## config.mk

```make
export PLATFORM = sky130hd
export DESIGN_NAME = id_stage
export DESIGN_NICKNAME = d
export VERILOG_FILES = /design/src/rtl/sys_defs_pkg.sv /design/src/rtl/id_scoreboard.sv /design/src/rtl/id_stage.sv
export SDC_FILE = /design/constraint.sdc
export NUM_CORES = 1
export LEC_CHECK = 0
export ABC_AREA = 1
export BUFFER_PORTS_ARGS = -buffer_cell sky130_fd_sc_hd__clkbuf_2
export CAP_MARGIN = 30
export CORE_AREA = 2 2 152 154
export CTS_CLUSTER_SIZE = 10
export DETAILED_ROUTE_END_ITERATION = 16
export DIE_AREA = 0 0 154 156
export PLACE_DENSITY = 0.69
export SLEW_MARGIN = 0
export SYNTH_ARGS = -nofsm -noshare
export SYNTH_HDL_FRONTEND = slang
export SYNTH_HIERARCHICAL = 1
export SYNTH_SLANG_ARGS = --single-unit
```

## constraint.sdc

```tcl
create_clock -name clk -period 2.6 [get_ports clk]
set_clock_uncertainty 0.15 [all_clocks]
set_input_delay 0.13 -clock clk [delete_from_list [all_inputs] [get_ports clk]]
set_output_delay 0.13 -clock clk [all_outputs]
set_load 0.05 [all_outputs]
```

## src/rtl/sys_defs_pkg.sv

```systemverilog
// Shared definitions for the decode stage: data-width and opcode macros,
// RV32 opcode/funct constants, the instruction field layout and decode helpers.
`ifndef SYS_DEFS_PKG_SV
`define SYS_DEFS_PKG_SV

`define DATA_WIDTH 64
`define ZERO_WORD  {`DATA_WIDTH{1'b0}}
`define INST_ADD   8'h01

package sys_defs_pkg;

   localparam logic [6:0] OPC_OP     = 7'b0110011;
   localparam logic [6:0] OPC_OP_IMM = 7'b0010011;
   localparam logic [2:0] F3_ADD     = 3'b000;
   localparam logic [6:0] F7_ADD     = 7'b0000000;

   typedef enum logic [1:0] {
      CLS_ILLEGAL = 2'd0,
      CLS_ADD     = 2'd1,
      CLS_ADDI    = 2'd2
   } inst_class_e;

   // Field layout of an R/I-type RV instruction word, MSB first.
   typedef struct packed {
      logic [6:0] funct7;
      logic [4:0] rs2;
      logic [4:0] rs1;
      logic [2:0] funct3;
      logic [4:0] rd;
      logic [6:0] opcode;
   } rv_fields_t;

   function automatic inst_class_e classify(input logic [6:0] opcode,
                                            input logic [2:0] funct3,
                                            input logic [6:0] funct7);
      inst_class_e cls;
      cls = CLS_ILLEGAL;
      if (opcode == OPC_OP && funct3 == F3_ADD && funct7 == F7_ADD)
         cls = CLS_ADD;
      else if (opcode == OPC_OP_IMM && funct3 == F3_ADD)
         cls = CLS_ADDI;
      return cls;
   endfunction

   // Sign-extends the 12-bit I-type immediate held in inst[31:20].
   function automatic logic [`DATA_WIDTH-1:0] sext_imm_i(input logic [11:0] imm);
      return {{(`DATA_WIDTH-12){imm[11]}}, imm};
   endfunction

endpackage

`endif

```

## src/rtl/id_scoreboard.sv

```systemverilog
// Register busy scoreboard: one busy bit per architectural register.
// A set and a clear of the same entry in one cycle leaves it busy; x0 is never busy.
module id_scoreboard
   import sys_defs_pkg::*;
(
   input  logic       clk,
   input  logic       rst,
   input  logic       set_ena,
   input  logic [4:0] set_addr,
   input  logic       clr_ena,
   input  logic [4:0] clr_addr,
   input  logic [4:0] q1_addr,
   input  logic [4:0] q2_addr,
   output logic       q1_busy,
   output logic       q2_busy
);

   logic [31:0] r_busy;

   // Busy-bit update: clear on write-back, set on issue, x0 pinned idle.
   always_ff @(posedge clk) begin
      if (rst) begin
         r_busy <= '0;
      end else begin
         // NOTE: non-blocking writes to the same bit resolve last-wins, so the
         // set placed after the clear makes a new issue beat a retiring write.
         if (clr_ena)
            r_busy[clr_addr] <= 1'b0;
         if (set_ena)
            r_busy[set_addr] <= 1'b1;
         r_busy[0] <= 1'b0;
      end
   end

   assign q1_busy = r_busy[q1_addr];
   assign q2_busy = r_busy[q2_addr];

endmodule

```

## src/rtl/id_stage.sv

```systemverilog
// Decode stage: decodes ADD/ADDI, reads operands, detects RAW hazards against
// in-flight writes and hands a registered decoded instruction to execute.
// Build option: define ID_BYPASS_EN to forward same-cycle write-back data
// into a busy source instead of stalling on it.
module id_stage
   import sys_defs_pkg::*;
(
   input  logic                   clk,
   input  logic                   rst,
   input  logic                   if_valid,
   input  logic [31:0]            if_inst,
   output logic                   if_ready,
   output logic [4:0]             rs1_r_addr,
   output logic [4:0]             rs2_r_addr,
   input  logic [`DATA_WIDTH-1:0] rs1_data,
   input  logic [`DATA_WIDTH-1:0] rs2_data,
   input  logic                   wb_ena,
   input  logic [4:0]             wb_addr,
   input  logic [`DATA_WIDTH-1:0] wb_data,
   output logic                   ex_valid,
   input  logic                   ex_ready,
   output logic [7:0]             inst_opcode,
   output logic [`DATA_WIDTH-1:0] op1,
   output logic [`DATA_WIDTH-1:0] op2,
   output logic [4:0]             rd_w_addr,
   output logic                   rd_w_ena,
   output logic                   illegal
);

   rv_fields_t                w_fields;
   inst_class_e               w_class;
   logic                      w_use_rs1;
   logic                      w_use_rs2;
   logic                      w_rs1_busy;
   logic                      w_rs2_busy;
   logic                      w_rs1_wb_hit;
   logic                      w_rs2_wb_hit;
   logic                      w_rs1_stall;
   logic                      w_rs2_stall;
   logic [`DATA_WIDTH-1:0]    w_rs1_val;
   logic [`DATA_WIDTH-1:0]    w_rs2_val;
   logic                      w_hazard;
   logic                      w_accept;

   logic [7:0]                w_dec_opcode;
   logic [`DATA_WIDTH-1:0]    w_dec_op1;
   logic [`DATA_WIDTH-1:0]    w_dec_op2;
   logic                      w_dec_rd_ena;
   logic                      w_dec_illegal;

   logic                      r_ex_valid;
   logic [7:0]                r_inst_opcode;
   logic [`DATA_WIDTH-1:0]    r_op1;
   logic [`DATA_WIDTH-1:0]    r_op2;
   logic [4:0]                r_rd_w_addr;
   logic                      r_rd_w_ena;
   logic                      r_illegal;

   assign w_fields   = rv_fields_t'(if_inst);
   assign w_class    = classify(w_fields.opcode, w_fields.funct3, w_fields.funct7);
   assign w_use_rs1  = (w_class != CLS_ILLEGAL) && (w_fields.rs1 != 5'd0);
   assign w_use_rs2  = (w_class == CLS_ADD)     && (w_fields.rs2 != 5'd0);

   assign rs1_r_addr = w_fields.rs1;
   assign rs2_r_addr = w_fields.rs2;

   id_scoreboard u_scoreboard (
      .clk      (clk),
      .rst      (rst),
      .set_ena  (w_accept && w_dec_rd_ena),
      .set_addr (w_fields.rd),
      .clr_ena  (wb_ena),
      .clr_addr (wb_addr),
      .q1_addr  (w_fields.rs1),
      .q2_addr  (w_fields.rs2),
      .q1_busy  (w_rs1_busy),
      .q2_busy  (w_rs2_busy)
   );

   assign w_rs1_wb_hit = wb_ena && (wb_addr == w_fields.rs1);
   assign w_rs2_wb_hit = wb_ena && (wb_addr == w_fields.rs2);

`ifdef ID_BYPASS_EN
   // A busy source being written back this cycle takes the write data directly.
   assign w_rs1_stall = w_use_rs1 && w_rs1_busy && !w_rs1_wb_hit;
   assign w_rs2_stall = w_use_rs2 && w_rs2_busy && !w_rs2_wb_hit;
   assign w_rs1_val   = (w_rs1_busy && w_rs1_wb_hit) ? wb_data : rs1_data;
   assign w_rs2_val   = (w_rs2_busy && w_rs2_wb_hit) ? wb_data : rs2_data;
`else
   // Without forwarding a busy source waits until the register file holds it.
   logic w_unused_wb;
   assign w_unused_wb = ^{wb_data, w_rs1_wb_hit, w_rs2_wb_hit};
   assign w_rs1_stall = w_use_rs1 && w_rs1_busy;
   assign w_rs2_stall = w_use_rs2 && w_rs2_busy;
   assign w_rs1_val   = rs1_data;
   assign w_rs2_val   = rs2_data;
`endif

   assign w_hazard = w_rs1_stall || w_rs2_stall;
   assign if_ready = (!r_ex_valid || ex_ready) && !w_hazard && !rst;
   assign w_accept = if_valid && if_ready;

   // Decode the offered word into the fields execute will receive.
   always_comb begin
      // NOTE: every output gets a default first so no path leaves one unassigned
      // and infers a latch.
      w_dec_opcode  = 8'h00;
      w_dec_op1     = `ZERO_WORD;
      w_dec_op2     = `ZERO_WORD;
      w_dec_rd_ena  = 1'b0;
      w_dec_illegal = 1'b1;
      case (w_class)
         CLS_ADD: begin
            w_dec_opcode  = `INST_ADD;
            w_dec_op1     = w_rs1_val;
            w_dec_op2     = w_rs2_val;
            w_dec_rd_ena  = (w_fields.rd != 5'd0);
            w_dec_illegal = 1'b0;
         end
         CLS_ADDI: begin
            w_dec_opcode  = `INST_ADD;
            w_dec_op1     = w_rs1_val;
            w_dec_op2     = sext_imm_i(if_inst[31:20]);
            w_dec_rd_ena  = (w_fields.rd != 5'd0);
            w_dec_illegal = 1'b0;
         end
         default: ;
      endcase
   end

   // Output register: load on transfer in, drop valid once execute consumes it.
   always_ff @(posedge clk) begin
      if (rst) begin
         r_ex_valid    <= 1'b0;
         r_inst_opcode <= 8'h00;
         r_op1         <= `ZERO_WORD;
         r_op2         <= `ZERO_WORD;
         r_rd_w_addr   <= 5'd0;
         r_rd_w_ena    <= 1'b0;
         r_illegal     <= 1'b0;
      end else if (w_accept) begin
         r_ex_valid    <= 1'b1;
         r_inst_opcode <= w_dec_opcode;
         r_op1         <= w_dec_op1;
         r_op2         <= w_dec_op2;
         r_rd_w_addr   <= w_fields.rd;
         r_rd_w_ena    <= w_dec_rd_ena;
         r_illegal     <= w_dec_illegal;
      end else if (ex_ready) begin
         r_ex_valid    <= 1'b0;
      end
   end

   assign ex_valid    = r_ex_valid;
   assign inst_opcode = r_inst_opcode;
   assign op1         = r_op1;
   assign op2         = r_op2;
   assign rd_w_addr   = r_rd_w_addr;
   assign rd_w_ena    = r_rd_w_ena;
   assign illegal     = r_illegal;

endmodule

```

==> results of run 1 <==
## cell usage in the layout, fill, tap and decap left out, types with 13 or more instances in the layout
cell type,count
dlygate4sd3_1,139
buf_12,19
nand3_1,90
buf_4,22
nand2_1,344
dfxtp_2,13
a21boi_0,64
dfxtp_1,155
clkbuf_16,17
clkbuf_2,314
a21oi_1,147
nor2_1,58
o21ai_0,25
nand4_1,162
inv_1,44
## cell type report
type,instances,share of cell area
timing repair buffer,500,0.283
clock inverter,13,0.0120
multi-input combinational,934,0.362
inverter,58,0.0173
tap,285,0.0277
antenna,2,0.000388
clock buffer,19,0.0352
sequential,168,0.262
## flip-flops by register name, summed over array words and instances, names as in the netlist
name and count:
ex_valid 1, illegal 1, inst_opcode 1, op1 64, op2 64, rd_w_addr 5, rd_w_ena 1, u_scoreboard/r_busy 31
## per-layer routing
metal / wire (µm) / vias to the layer above
li1: - / 5167
met1: 13200 / 5122
met2: 16500 / 592
met3: 2600 / 110
met4: 1450 / 0
met5: 0 / -
## power by group
| group | switching, W | leakage [nW] | internal (W) |
|---|---|---|---|
| clock | 0.00117 | 0.295 | 0.00150 |
| combinational | 0.000558 | 4.14 | 0.000369 |
| sequential | 0.0000118 | 1.36 | 0.00259 |
| total | 0.00174 | 5.80 | 0.00446 |
## cell usage after synthesis (all sizes together)
cell	instances	area (µm²)
buf	65	394
nand3	93	470
inv	58	223
conb	1	3.75
nor2	64	250
nand2	347	1310
and2	2	12.5
nor3	14	144
a21oi	147	736
o21ai	33	165
nand4	162	1010
nand3b	1	7.51
a21boi	64	480
clkbuf	71	267
dfxtp	168	3360
## critical path, delay by kind of cell (launching register included)
| kind | cells | cell delay (ns) |
|---|---|---|
| compound gates | 1 | 0.07 |
| buf+inv | 3 | 0.41 |
| simple gates | 11 | 0.88 |
| flops | 1 | 0.36 |
## final timing paths
path              slack [ns]                                from                   end
setup / recovery        0.17  u_scoreboard/r_busy[24]$_SDFF_PP0_              if_ready
hold / removal          0.02                        rs2_data[32]  op2[32]$_SDFFE_PP0P_
setup reg to reg        0.24  u_scoreboard/r_busy[13]$_SDFF_PP0_  op2[61]$_SDFFE_PP0P_
hold reg to reg         0.31                op2[27]$_SDFFE_PP0P_  op2[27]$_SDFFE_PP0P_
## metrics by stage
step,worst slack (ns),instance area (µm²),cells
detailed placement,-0.0325,10700,1800
CTS,0.0176,12800,1975
floorplan,0.250,8860,1296
global route,0.0250,12900,1977
global placement,-0.0201,10700,1800
finish,0.170,12900,1979
## logic make-up (layout without fill, tap and decap cells)
logic type / Yosys count / count (layout) / share of synthesized area
AND/OR/NAND/NOR: 683 / 683 / 0.363
buffers and inverters: 194 / 590 / 0.100
AO/OA/AOI/OAI: 244 / 244 / 0.156
other: 1 / 9 / 0.000424
flip-flops: 168 / 168 / 0.381
## timing repair
item / 4_1_cts / 5_1_grt
pin swaps: 2 / 3
hold buffers: 139 / 0
buffers inserted: 1 / 2
gates cloned: 3 / 0
hold endpoints to repair: 134 / 0
resized for setup: 5 / 21
setup endpoints to repair: 1 / 27
==> impl_summary.log, run 1 <==
INFO  metric routed_wire_length_per_instance = 17.0 µm
INFO  metric number_of_global_route_vias_before_repair = 10,300
INFO  metric first_pass_iters = 6
INFO  metric flow.area_growth_from_synthesis = 45.8%
INFO  metric synth.lib_cells_used.distinct = 28
INFO  metric setup-violations-final = 0
INFO  metric tritoncts_clock_tree = yes
INFO  metric netlist_area = 0.00884 mm²
INFO  metric final_core_utilization = 0.576
INFO  metric design.portCount = 389
INFO  metric power.density = 481 mW/mm²
INFO  metric fin_crit = 2.43 ns
INFO  metric via_density_per_instance = 5.55
INFO  metric critical-path-top-cell-by-count = nand2_1
INFO  metric setup-tns-final = 0 ns
INFO  metric critical_path_arrival = 2.15 ns
INFO  metric grt_util_all_layers = 0.268
INFO  metric run_status = finished, final reports clean
INFO  metric seq_area_frac_synth = 0.381
INFO  metric place.detailed.hpwl = 19,900 µm
INFO  metric ir_drop = 397 µV
INFO  metric globalRouteMet2Util = 0.450
INFO  metric clock.fmax = 412 MHz
INFO  metric endpoint_kind = output port
INFO  metric area_occupied_by_multi_input_gates = 0.00467 mm²
INFO  metric finalCritPeriodShare = 0.934
INFO  metric gp_routability_congestion = 0.888
INFO  metric io_buffer_count = 317
INFO  metric die_w = 154 µm
INFO  metric grt_first_pass_wirelength = 52,500 µm
INFO  metric report.final.slew_viol_count = 0
INFO  metric kind_of_launch_point_of_the_worst_setup_path = flop
INFO  metric syn_area_cell = 6.85 µm²
INFO  metric cp_cell_sequence = nand2_1 -> nand3_1 -> nand3_1 -> nand2_1 -> nand2_1 -> nand2_1 -> nand2_1 -> nand2_1 -> o21ai_2 -> nor2_2 -> nor2_4 -> buf_6 -> buf_12 -> and2_4 -> buf_8
INFO  metric cts.path.max_buffers = 2
INFO  metric detail_route.wirelength = 33,700 µm
INFO  metric cts_inserted_buffers = 17
INFO  metric worst-slew-pin-transition = 0.846 ns
INFO  metric worst_slew_margin_rel = 0.436
INFO  metric gr-total-overflow = 0
INFO  metric grt_max_degree = 147
INFO  metric route.antenna.remaining_nets = 0
INFO  metric setup.worst_path.class = reg2out
INFO  metric library_cell_used_as_clock_root_buffer = clkbuf_16
INFO  metric core_area = 0.0224 mm²
INFO  metric fillCellCount = 2,026
INFO  metric hold_viol_final = 0
INFO  metric initial_core_util = 0.395
INFO  metric critical_path_required = 2.32 ns
INFO  metric power.total = 0.00620 W
INFO  metric reg2regPathDepth = 17
INFO  metric clk-insertion-delay-late = 0.42 ns
INFO  metric class_of_the_most_critical_hold_timing_path = in2reg
INFO  metric vias = 11,000
INFO  metric globalRoute.busiestLayer = met2
INFO  metric warning_count_from_the_yosys_run = 6
INFO  metric crit_path_max_incr_delay = 0.36 ns
INFO  metric floorplan.die.height = 156 µm
INFO  metric fp.dieArea = 0.0240 mm²
INFO  metric groute.layer.met3.usage = 0.0544
INFO  metric setup_repair_after_global_routing_missed_its_margin = false
INFO  metric maxCapViolCount = 0
INFO  metric tritoncts_num_sinks = 168
INFO  metric total_leakage_power = 5.80 nW
INFO  metric drc_errors = 0
INFO  metric timing.critical_path.fanout_max = 11
INFO  metric floorplan.rows = 55
INFO  metric finalNetCount = 1,913
INFO  metric h-tree-depth = 4
INFO  metric worst_setup_hold_path_clk_slew = 0.07 ns
INFO  metric area.sequential = 0.00338 mm²
INFO  metric met1_resource_use_gr = 0.327
INFO  metric yosys_register_bits = 168
INFO  metric synthCells = 1,290
INFO  metric grt_antenna_before_repair = 0
INFO  metric hold_path_depth = 5
INFO  metric drt_iter0_markers = 1,040
INFO  metric slowest_stage = dfxtp_1
INFO  metric final_layout_size_suffix_gt1_frac = 0.264
INFO  metric fin_hold_ws = 0.0160 ns
Power figures use the tool's default switching activity.
==> run 2: changes to the inputs <==
--- a/config.mk
+++ b/config.mk
@@ -8,11 +8,11 @@
 export ABC_AREA = 1
 export BUFFER_PORTS_ARGS = -buffer_cell sky130_fd_sc_hd__clkbuf_2
 export CAP_MARGIN = 30
-export CORE_AREA = 2 2 152 154
+export CORE_AREA = 2 2 150 152
 export CTS_CLUSTER_SIZE = 10
 export DETAILED_ROUTE_END_ITERATION = 16
-export DIE_AREA = 0 0 154 156
-export PLACE_DENSITY = 0.69
+export DIE_AREA = 0 0 152 154
+export PLACE_DENSITY = 0.7
 export SLEW_MARGIN = 0
 export SYNTH_ARGS = -nofsm -noshare
 export SYNTH_HDL_FRONTEND = slang
==> constraint.sdc (replaced) <==
create_clock -name clk -period 3.1 [get_ports clk]
set_clock_uncertainty 0.15 [all_clocks]
set_input_delay 0.155 -clock clk [delete_from_list [all_inputs] [get_ports clk]]
set_output_delay 0.155 -clock clk [all_outputs]
set_load 0.05 [all_outputs]
==> run 2 against run 1 <==
First-iteration DRC count shrank 11%. Clock power is 25% lower. Combinational power is 20% lower. Sequential power is 16% lower. Sequential share of layout area is 0.82 points higher. Critical path depth fell by 1. Setup slack better by 0.19 ns. Global-route usage down 0.16 points. Sequential cell count stayed put. Highest routed layer unchanged.
==> impl_summary.log, run 2 (same netlist as run 1, synthesis figures left out) <==
INFO  metric critical_path_arrival = 2.44 ns
INFO  metric fin_crit = 2.74 ns
INFO  metric total_leakage_power = 5.58 nW
INFO  metric place.detailed.hpwl = 20,300 µm
INFO  metric reg2reg_setup_slack = 0.50 ns
INFO  metric routed_wire_length_per_instance = 16.7 µm
INFO  metric endpoint_kind = output port
INFO  metric number_of_global_route_vias_before_repair = 10,100
INFO  metric cp_cell_sequence = nand2_1 -> nand3_1 -> nand3_1 -> nand2_1 -> nand2_1 -> nand2_1 -> nand2_1 -> nand2_1 -> o21ai_0 -> nor2_1 -> nor2_4 -> buf_12 -> and2_1 -> clkbuf_2
INFO  metric finalNetCount = 1,901
INFO  metric vias = 10,900
INFO  metric p_int = 0.00351 W
INFO  metric hold_viol_final = 0
INFO  metric cts_repair_resize_count = 0
INFO  metric class_of_the_most_critical_hold_timing_path = in2reg
INFO  metric core_area = 0.0217 mm²
INFO  metric cts.path.max_buffers = 2
INFO  metric insertedDiodeCount = 0
INFO  metric clockPowerShare = 0.407
INFO  metric critical-path-top-cell-by-count = nand2_1
INFO  metric worst_slew_margin_rel = 0.426
INFO  metric critical_path_required = 2.79 ns
INFO  metric finalCritPeriodShare = 0.885
INFO  metric first_pass_iters = 5
INFO  metric cts_inserted_buffers = 17
INFO  metric switching_share = 0.288
INFO  metric power.density = 397 mW/mm²
INFO  metric tritoncts_clock_tree = yes
INFO  metric postCtsHoldBufs = 143
INFO  metric p_sw = 0.00142 W
INFO  metric fp.dieArea = 0.0234 mm²
INFO  metric die_w = 152 µm
INFO  metric fin_hold_ws = 0.0251 ns
INFO  metric maxCapViolCount = 0
INFO  metric setup.worst_path.class = reg2out
INFO  metric h-tree-depth = 4
INFO  metric report.final.slew_viol_count = 0
INFO  metric setup-violations-final = 0
INFO  metric clock.fmax = 364 MHz
INFO  metric setup_repair_after_global_routing_missed_its_margin = false
INFO  metric grt_util_all_layers = 0.266
INFO  metric floorplan.rows = 54
INFO  metric seq_power_share = 0.443
INFO  metric post-cts-setup-buffers = 0
INFO  metric gp_routability_congestion = 0.892
INFO  metric place.detailed.instances = 1,785
INFO  metric layout_commonest_cell = nand2_1
INFO  metric timing.critical_path.fanout_max = 65
INFO  metric placed_cell_area = 0.0105 mm²
INFO  metric layout.cells.non_filler = 1,960
INFO  metric grt_antenna_before_repair = 0
INFO  metric stdcell_area = 0.0124 mm²
INFO  metric grt_max_degree = 109
INFO  metric design.portCount = 389
INFO  metric slowest_stage = dfxtp_1
INFO  metric kind_of_launch_point_of_the_worst_setup_path = flop
INFO  metric setup-tns-final = 0 ns
INFO  metric floorplan.die.height = 154 µm
INFO  metric route.antenna.remaining_nets = 0
INFO  metric via_density_per_instance = 5.55
INFO  metric layout.cells.most_common_list = 344 x nand2_1, 315 x clkbuf_2, 168 x dfxtp_1
INFO  metric initial_core_util = 0.407
INFO  metric drt_iter0_markers = 930
INFO  metric worst_setup_hold_path_clk_slew = 0.07 ns
INFO  metric worst-slew-pin-transition = 0.861 ns
INFO  metric gr-total-overflow = 0
INFO  metric library_cell_used_as_clock_root_buffer = clkbuf_16
INFO  metric crit_path_max_incr_delay = 0.33 ns
INFO  metric run_status = finished, final reports clean
INFO  metric drc_errors = 0
INFO  metric final_layout_size_suffix_gt1_frac = 0.244
INFO  metric io_buffer_count = 317
INFO  metric flow.area_growth_from_synthesis = 40.7%
INFO  metric tritoncts_num_sinks = 168
INFO  metric grt_first_pass_wirelength = 51,800 µm
INFO  metric detail_route.wirelength = 32,800 µm
INFO  metric clk-insertion-delay-late = 0.43 ns
INFO  metric power.share.combinational = 0.150
INFO  metric ir_drop = 348 µV
-- run 2: path summary, 6_finish.rpt --
path | to | cells past startpoint | start
worst max-delay path | if_ready | 14 | u_scoreboard/r_busy[15]$_SDFF_PP0_
worst min-delay path | op1[34]$_SDFFE_PP0P_ | 4 | rs1_data[34]
worst max register to register | op1[16]$_SDFFE_PP0P_ | 15 | u_scoreboard/r_busy[15]$_SDFF_PP0_
worst min register to register | op2[54]$_SDFFE_PP0P_ | 2 | op2[54]$_SDFFE_PP0P_
-- run 2: final cells by class --
type / count / area [µm²]
clock buffers: 19 / 443
clock inverters: 13 / 96.3
fillers: 1971 / 9250
inverters: 58 / 223
multi-input cells: 934 / 4650
flip-flops and latches: 168 / 3360
well taps: 280 / 350
repair buffers: 488 / 3310
-- run 2: worst max-delay path, delay by kind of cell (launching register included) --
family,cells,cell delay (ns)
and+or+nand+nor,11,1.02
buffers and inverters,2,0.57
DFF,1,0.33
AOI/OAI and AO/OA,1,0.08
-- run 2: metrics by stage --
| stage | utilization | total power [W] | worst slack, ns |
|---|---|---|---|
| 5_1_grt | 0.573 | 0.00511 | 0.148 |
| 3_5_place_dp | 0.482 | 0.00283 | 0.307 |
| 4_1_cts | 0.573 | 0.00496 | 0.310 |
| 2_1_floorplan | - | 0.00261 | 0.719 |
| 6_report | 0.573 | 0.00494 | 0.356 |
| 3_3_place_gp | 0.482 | 0.00283 | 0.320 |
-- run 2: layer usage --
layer,track usage,part of all wire
met5,0,0
met3,0.0614,0.074
met1,0.328,0.40
met2,0.439,0.48
met4,0.129,0.047
-- run 2: power by group through the flow --
stage                     sequential [W]  clock (W)  combinational [W]
after floorplan                  0.00230          0           0.000313
after CTS                        0.00219    0.00205           0.000731
after global placement           0.00223          0           0.000591
after global routing             0.00219    0.00213           0.000793
after detailed placement         0.00224          0           0.000593
final                            0.00219    0.00201           0.000742
